===== config.mk =====
export PLATFORM = sky130hd
export DESIGN_NAME = regfile_decoded
export DESIGN_NICKNAME = d
export VERILOG_FILES = /design/src/rtl/regfile_pkg.sv /design/src/rtl/regfile_decoded_decoder.sv /design/src/rtl/regfile_decoded.sv
export SDC_FILE = /design/constraint.sdc
export NUM_CORES = 2
export LEC_CHECK = 0
export BUFFER_PORTS_ARGS = -buffer_cell sky130_fd_sc_hd__buf_4
export CELL_PAD_IN_SITES_DETAIL_PLACEMENT = 0
export CELL_PAD_IN_SITES_GLOBAL_PLACEMENT = 1
export CORE_MARGIN = 2
export CORE_UTILIZATION = 53
export DETAILED_ROUTE_END_ITERATION = 6
export PLACE_DENSITY = 0.86
export SYNTH_ARGS = -nofsm -noshare
export SYNTH_HDL_FRONTEND = slang
export SYNTH_SLANG_ARGS = --single-unit

===== constraint.sdc =====
create_clock -name clk -period 40.8 [get_ports clk]
set_input_delay 4.08 -clock clk [delete_from_list [all_inputs] [get_ports clk]]
set_output_delay 4.08 -clock clk [all_outputs]
set_load 0.05 [all_outputs]

===== src/rtl/regfile_pkg.sv =====
// Shared constants and helpers for the register file and its write decoder.
//   ADDR_W_DEF / DATA_W_DEF : default register specifier and data widths
//   ZERO_IDX                : index of the optional hardwired-zero entry
//   nreg()                  : number of entries for a given specifier width
package regfile_pkg;

  localparam int ADDR_W_DEF = 5;
  localparam int DATA_W_DEF = 32;
  localparam int ZERO_IDX   = 0;

  function automatic int nreg(input int addr_w);
    return 1 << addr_w;
  endfunction

endpackage


===== src/rtl/regfile_decoded_decoder.sv =====
// Parametrised binary-to-one-hot decoder with enable.
// Ports:
//   x  : ADDR_W-bit binary select
//   en : enable; all outputs low when 0
//   z  : 2**ADDR_W one-hot output, z[i] = en & (x == i)
module decoder_param #(
  parameter int ADDR_W = 5
) (
  input  logic [ADDR_W-1:0]      x,
  input  logic                   en,
  output logic [2**ADDR_W-1:0]   z
);

  always_comb begin
    z = '0;
    for (int i = 0; i < 2**ADDR_W; i++) begin
      z[i] = en && (x == ADDR_W'(i));
    end
  end

endmodule


===== src/rtl/regfile_decoded.sv =====
// Register file with one write port and two combinational read ports.
// Write strobes come from decoder_param; entry 0 can be hardwired to zero
// and a same-cycle write can optionally be forwarded to the read ports.
// Ports:
//   clk, reset      : rising-edge clock, async active-high clear of storage
//   we, wa, wd      : write enable, address, data
//   ra1/rd1, ra2/rd2: read address / combinational read data
//   wr_sel          : one-hot write strobe, bit i = register i
module regfile_decoded
  import regfile_pkg::*;
#(
  parameter int ADDR_W   = ADDR_W_DEF,
  parameter int DATA_W   = DATA_W_DEF,
  parameter int ZERO_REG = 1,
  parameter int BYPASS   = 1
) (
  input  logic                        clk,
  input  logic                        reset,
  input  logic                        we,
  input  logic [ADDR_W-1:0]           wa,
  input  logic [DATA_W-1:0]           wd,
  input  logic [ADDR_W-1:0]           ra1,
  input  logic [ADDR_W-1:0]           ra2,
  output logic [DATA_W-1:0]           rd1,
  output logic [DATA_W-1:0]           rd2,
  output logic [nreg(ADDR_W)-1:0]     wr_sel
);

  localparam int NREG = nreg(ADDR_W);

  logic [NREG-1:0]   dec_z;
  logic [DATA_W-1:0] mem_q [NREG];
  logic [DATA_W-1:0] mem_d [NREG];

  decoder_param #(.ADDR_W(ADDR_W)) u_dec (
    .x  (wa),
    .en (we),
    .z  (dec_z)
  );

  // Masking the zero entry's strobe keeps it at its reset value forever.
  always_comb begin
    wr_sel = dec_z;
    if (ZERO_REG != 0) wr_sel[ZERO_IDX] = 1'b0;
  end

  always_comb begin
    for (int i = 0; i < NREG; i++) begin
      mem_d[i] = wr_sel[i] ? wd : mem_q[i];
    end
  end

  // Async clear also swallows any write whose edge lands while reset is high.
  always_ff @(posedge clk or posedge reset) begin
    if (reset) begin
      for (int i = 0; i < NREG; i++) mem_q[i] <= '0;
    end else begin
      for (int i = 0; i < NREG; i++) mem_q[i] <= mem_d[i];
    end
  end

  // Priority: zero register over bypass over storage. Bypass is gated with
  // reset so the ports read exactly 0 while storage is being cleared.
  always_comb begin
    rd1 = mem_q[ra1];
    if (BYPASS != 0 && we && !reset && wa == ra1) rd1 = wd;
    if (ZERO_REG != 0 && ra1 == ADDR_W'(ZERO_IDX)) rd1 = '0;
  end

  always_comb begin
    rd2 = mem_q[ra2];
    if (BYPASS != 0 && we && !reset && wa == ra2) rd2 = wd;
    if (ZERO_REG != 0 && ra2 == ADDR_W'(ZERO_IDX)) rd2 = '0;
  end

endmodule


Yosys cells after proc, flatten, opt, wreduce, memory -nomap -nowiden
Index checks and enable logic that the tools add are counted.
{"block": "totals", "ff_bits": 992, "inputBits": 50, "output_inout_bits": 96, "wordCells": 115}
{"block": "op_classes", "n_lt_le_gt_ge": 2, "eq_ne": 33, "n_mux": 10, "n_bitwise": 2, "reduce_logical": 37}
{"operator": "binary-select mux 32 bit (select 5 bit)", "n": 2}
{"operator": "two-way mux 32 bit", "n": 8}
{"operator": "equality test 5 bit (second input constant)", "n": 16}
{"operator": "equality test 5 x 4 -> 1 bit (second input constant)", "n": 8}
{"operator": "logical AND 1 bit", "n": 34}
{"operator": "equality test 5 x 3 -> 1 bit (second input constant)", "n": 4}
{"operator": ">= comparator 6 bit (second input constant)", "n": 2}
{"operator": "inverter 5 -> 6 bit", "n": 2}
{"operator": "equality test 5 x 2 -> 1 bit (second input constant)", "n": 2}
{"operator": "equality test 5 bit", "n": 2}
{"operator": "logical NOT 5 bit", "n": 2}
{"operator": "equality test 5 x 1 -> 1 bit (second input constant)", "n": 1}
{"operator": "logical NOT 1 bit", "n": 1}

Logic depth before layout (Yosys ltp)
{"block": "depth", "word_depth": 6, "mapped_depth": 10, "depth_no_buf": 5}

By module
Synthesis repeated with hierarchy kept, for this count alone.
{"block": "hier_totals", "cells_unflattened": 3668, "area_unflattened_um2": 53552.6}
{"module": "regfile_decoded", "n_inst": 1, "cells_each": 3621, "area_per_inst_um2": 53322.4, "seq_area_each_um2": 24823.8}
{"module": "decoder_param", "n_inst": 1, "cells_each": 47, "area_per_inst_um2": 230.2, "seq_area_each_um2": 0.0}

Least setup slack after synthesis
Ideal clock, no wire load.
{"block": "synth_path", "path_type": "in2out", "from": "in ra1[1]", "to": "out rd1[12]", "arrival_ns": 6.249, "required_ns": 36.720, "setup_slack_ns": 30.471, "stages": 9, "n_path_buf": 4, "path_cell_list": "buf_6 > buf_2 > buf_2 > nor2_2 > clkbuf_1 > nand2_1 > o2111ai_1 > o211ai_1 > a31oi_1"}
{"block": "synth_via", "elab_chain_cells": 6, "elab_cells_between_ends": 9, "cone_classes": "eq/ne (1); mux (5); bitwise (1); reduce/logical (2)"}
{"item": "start, declared", "line_no": "regfile_decoded.sv:22", "text": "input logic [ADDR_W-1:0] ra1,"}
{"item": "inverter 5 -> 6 bit (implied by the code)", "line_no": "regfile_decoded.sv:65", "text": "rd1 = mem_q[ra1];"}
{"item": "binary-select mux 32 bit (select 5 bit)", "line_no": "regfile_decoded.sv:65"}
{"item": "two-way mux 32 bit (implied by the code) (2 in series)", "line_no": "regfile_decoded.sv:65"}
{"item": "two-way mux 32 bit", "line_no": "regfile_decoded.sv:66", "text": "if (BYPASS != 0 && we && !reset && wa == ra1) rd1 = wd;"}
{"item": "two-way mux 32 bit (*)", "line_no": "regfile_decoded.sv:67", "text": "if (ZERO_REG != 0 && ra1 == ADDR_W'(ZERO_IDX)) rd1 = '0;"}
{"item": "end, declared", "line_no": "regfile_decoded.sv:24", "text": "output logic [DATA_W-1:0] rd1,"}
Every way passes the cells marked *; elsewhere a longest branch is shown, timed or not. The select of a mux whose other input is x is not followed.

Final worst setup path
{"block": "layout_path", "from": "in ra2[2]", "to": "out rd2[14]"}
{"block": "layout_via", "elab_chain_cells": 6, "elab_cells_between_ends": 9, "cone_classes": "eq/ne (1); mux (5); bitwise (1); reduce/logical (2)"}
{"item": "start, declared", "line_no": "regfile_decoded.sv:23", "text": "input logic [ADDR_W-1:0] ra2,"}
{"item": "inverter 5 -> 6 bit (implied by the code)", "line_no": "regfile_decoded.sv:71", "text": "rd2 = mem_q[ra2];"}
{"item": "binary-select mux 32 bit (select 5 bit)", "line_no": "regfile_decoded.sv:71"}
{"item": "two-way mux 32 bit (implied by the code) (2 in series)", "line_no": "regfile_decoded.sv:71"}
{"item": "two-way mux 32 bit", "line_no": "regfile_decoded.sv:72", "text": "if (BYPASS != 0 && we && !reset && wa == ra2) rd2 = wd;"}
{"item": "two-way mux 32 bit (*)", "line_no": "regfile_decoded.sv:73", "text": "if (ZERO_REG != 0 && ra2 == ADDR_W'(ZERO_IDX)) rd2 = '0;"}
{"item": "end, declared", "line_no": "regfile_decoded.sv:25", "text": "output logic [DATA_W-1:0] rd2,"}
Marked as above.

==> results.ini <==
[clock_network]
cts_num_sinks=992
cts-hold-fix-buffers=0
cts_buffers=100
cts_tree=done
cts_resized=0
clock_latency_ps=670
cts.htree.levels=3
post_cts_buffers=0
clockBufferDepth=3
clk_transition_reported_paths_ps=60
ctsRootBufferMaster=clkbuf_16

[timing]
hold_violations=0
period_share_pct=30.1
fin_crit_ps=12280
drv_slew=0
setup_viol=0
worst_pin_slew_ps=1330
finClkSkew_ps=0
max_freq_mhz=81.4
fin_ws_ps=28520
fin_tns_setup_ps=0
rsz0062_at_grt=false
slew_headroom_pct=11.2

[grt]
grt_pass1_vias=38700
grt_pass1_wl_mm=264
grt_max_degree=188
grt_usage_pct=33.6
overflow=0
antenna_found_initial=11

[logic_synthesis]
synthesis.nets=4195
yosys.area.top_type=dfrtp_1
synth_flop_cell=dfrtp_1
synth-edff-count=0
yosysSeqAreaShare_pct=45.4
synth_warnings=0
ys_ff_latch=992
yosysMostFrequentCell=mux2_2
yosys-top-cells-count=1078 x mux2_2, 992 x dfrtp_1, 403 x mux2i_1, 230 x mux4_2, 230 x nand2_1
netlist_instances=4145
synth_top_area_share_pct=45.4
synthTopCellsByArea=dfrtp_1 45%, mux2_2 22%, mux4_2 9.5%
yosysUniqueCellTypes=46
async_flop_share_pct=100
mappedNetlistArea_um2=54700
avgSynthCellArea_um2=13.2

[placed_design]
port_buffers=144
post-place-cells=5304
place_congestion=0.838
pre_cts_ws_ps=28660
dp_hpwl_mm=97.9

[critical_path]
r2r-end=mem_q[120]
worstPathArrival_ps=8200
r2r_setup_slack_ps=39990
path_class=input port to output port
rr_worst_depth=1
critPathMaxStageDelay_ps=1020
cp.required_ps=36720
crit_start=ra2[2]
critPathBufInv=6
cp.depth=11
path_cells=buf_6 -> buf_4 -> buf_4 -> nor2_4 -> buf_4 -> nand3b_1 -> o21ai_4 -> buf_4 -> a2111oi_0 -> a21o_1 -> buf_4
r2r_start=mem_q[120]
start_kind=input port
cp_slowest_cell=a2111oi_0
crit_path_frequent_cell=buf_4
critPathCaptureType=output port
cp_max_fo=43
endpoint=rd2[14]
critPathTopFamily=buffers and inverters

[cells_and_area]
fin_nets=4088
reg_top3=mem_q x992
layout-drive-gt1-share_pct=42.9
regMostFlops=mem_q
syn_to_final_growth_pct=9.51
fill_cells=8074
final_cells=5486
largest_reg_flops=992

[die]
chipHeight_um=325
initial_core_util_pct=53.6
die_w_um=325
num_rows=117
core-area_um2=102000
num_io_pins=146
dieArea_um2=106000

[routing]
first_pass_iters=6
num_vias=38400
drc=0
route.met3.wl_mm=18.1
drt_iter0_drc=4131
antenna_left=0
dr_wl_met2_mm=82.0
wirelength_mm=179
top_layer=met5
wl_per_cell_um=32.6
viasPerCell=7.01
m1WireLength_mm=68.5

[power_and_ir_drop]
intPower_mw=2.07
p_leak_nw=26.8
ir_worst_vdd_uv=34.9
p_clk_share_pct=32.8
p_per_area_nw_per_um2=48.7
netSwitchingFraction_pct=29.0
p_sw_mw=0.845
p_seq_share_pct=45.3
p_comb_share_pct=21.9

[worst_hold_path]
hold_path.class=flop to flop

[flow_run]
maxCapViolCount=0

[outcome]
status=finished, final reports clean

power by group through the flow:
stage                     registers [mW]  clock network (mW)  logic (mW)
after global placement              1.32                   0       0.618
after CTS                           1.32               0.966       0.635
after global routing                1.34                1.01       0.681
final                               1.32               0.958       0.639
after detailed placement            1.33                   0       0.632
after floorplan                     1.29                   0       0.504
worst min-delay path, delay by kind of cell, from the launching register on:
kind / cells / cell delay [ps]
flip-flops: 1 / 360
AND/OR/NAND/NOR: 2 / 110
cell families (layout without fill, tap and decap cells):
group           count (synthesis)  count (layout)  synth area share [%]
xor+xnor                       10              10                 0.160
other cells                     1               5               0.00686
simple gates                  393             393                  3.23
mux                          1729            1729                  39.9
buf+inv                       465             434                  3.87
flops                         992             992                  45.4
compound gates                555             555                  7.41
worst min path at each step:
stage | startpoint | to | cells past startpoint
2_1_floorplan | mem_q[634] | mem_q[634] | 2
3_3_place_gp | mem_q[252] | mem_q[252] | 2
3_5_place_dp | mem_q[609] | mem_q[609] | 2
4_1_cts | mem_q[609] | mem_q[609] | 2
5_1_grt | mem_q[226] | mem_q[226] | 2
6_report | mem_q[369] | mem_q[369] | 2
final cells by class:
class,count,area [um^2],area share (%)
Sequential cell,992,24800,41.5
Multi-Input combinational cell,2688,28000,46.8
Clock buffer,138,2880,4.81
Antenna cell,4,10.0,0.0167
Timing Repair Buffer,236,1880,3.13
Clock inverter,40,490,0.819
Tap cell,1368,1710,2.86
Inverter,20,82.6,0.138
placed cells by master, fill, tap and decap left out, drive strengths merged, types with 64 or more instances in the layout:
cell,netlist,routed
mux4,248,248
mux2i,403,403
a31oi,64,64
mux2,1078,1078
buf,225,236
a221oi,67,67
clkbuf,220,138
dfrtp,992,992
nand2,230,230
a22oi,130,130
a21oi,77,77
layer usage:
layer / vias to the layer above / global-route usage (%)
met1: 20200 / 44.1
met2: 2155 / 52.4
met5: - / 0
met3: 593 / 7.57
met4: 12 / 17.4
li1: 15500 / -
per-stage QoR:
stage          total power [mW]  util (%)  cell area (um^2)  hold WS, ps
6_report                   2.92      58.7             59900          501
5_1_grt                    3.03      58.7             59900          530
4_1_cts                    2.92      58.7             59900          503
3_5_place_dp               1.97      55.4             56500          486
3_3_place_gp               1.94      55.4             56500          477
2_1_floorplan              1.79         -             54700          455
Power figures use the tool's default switching activity.
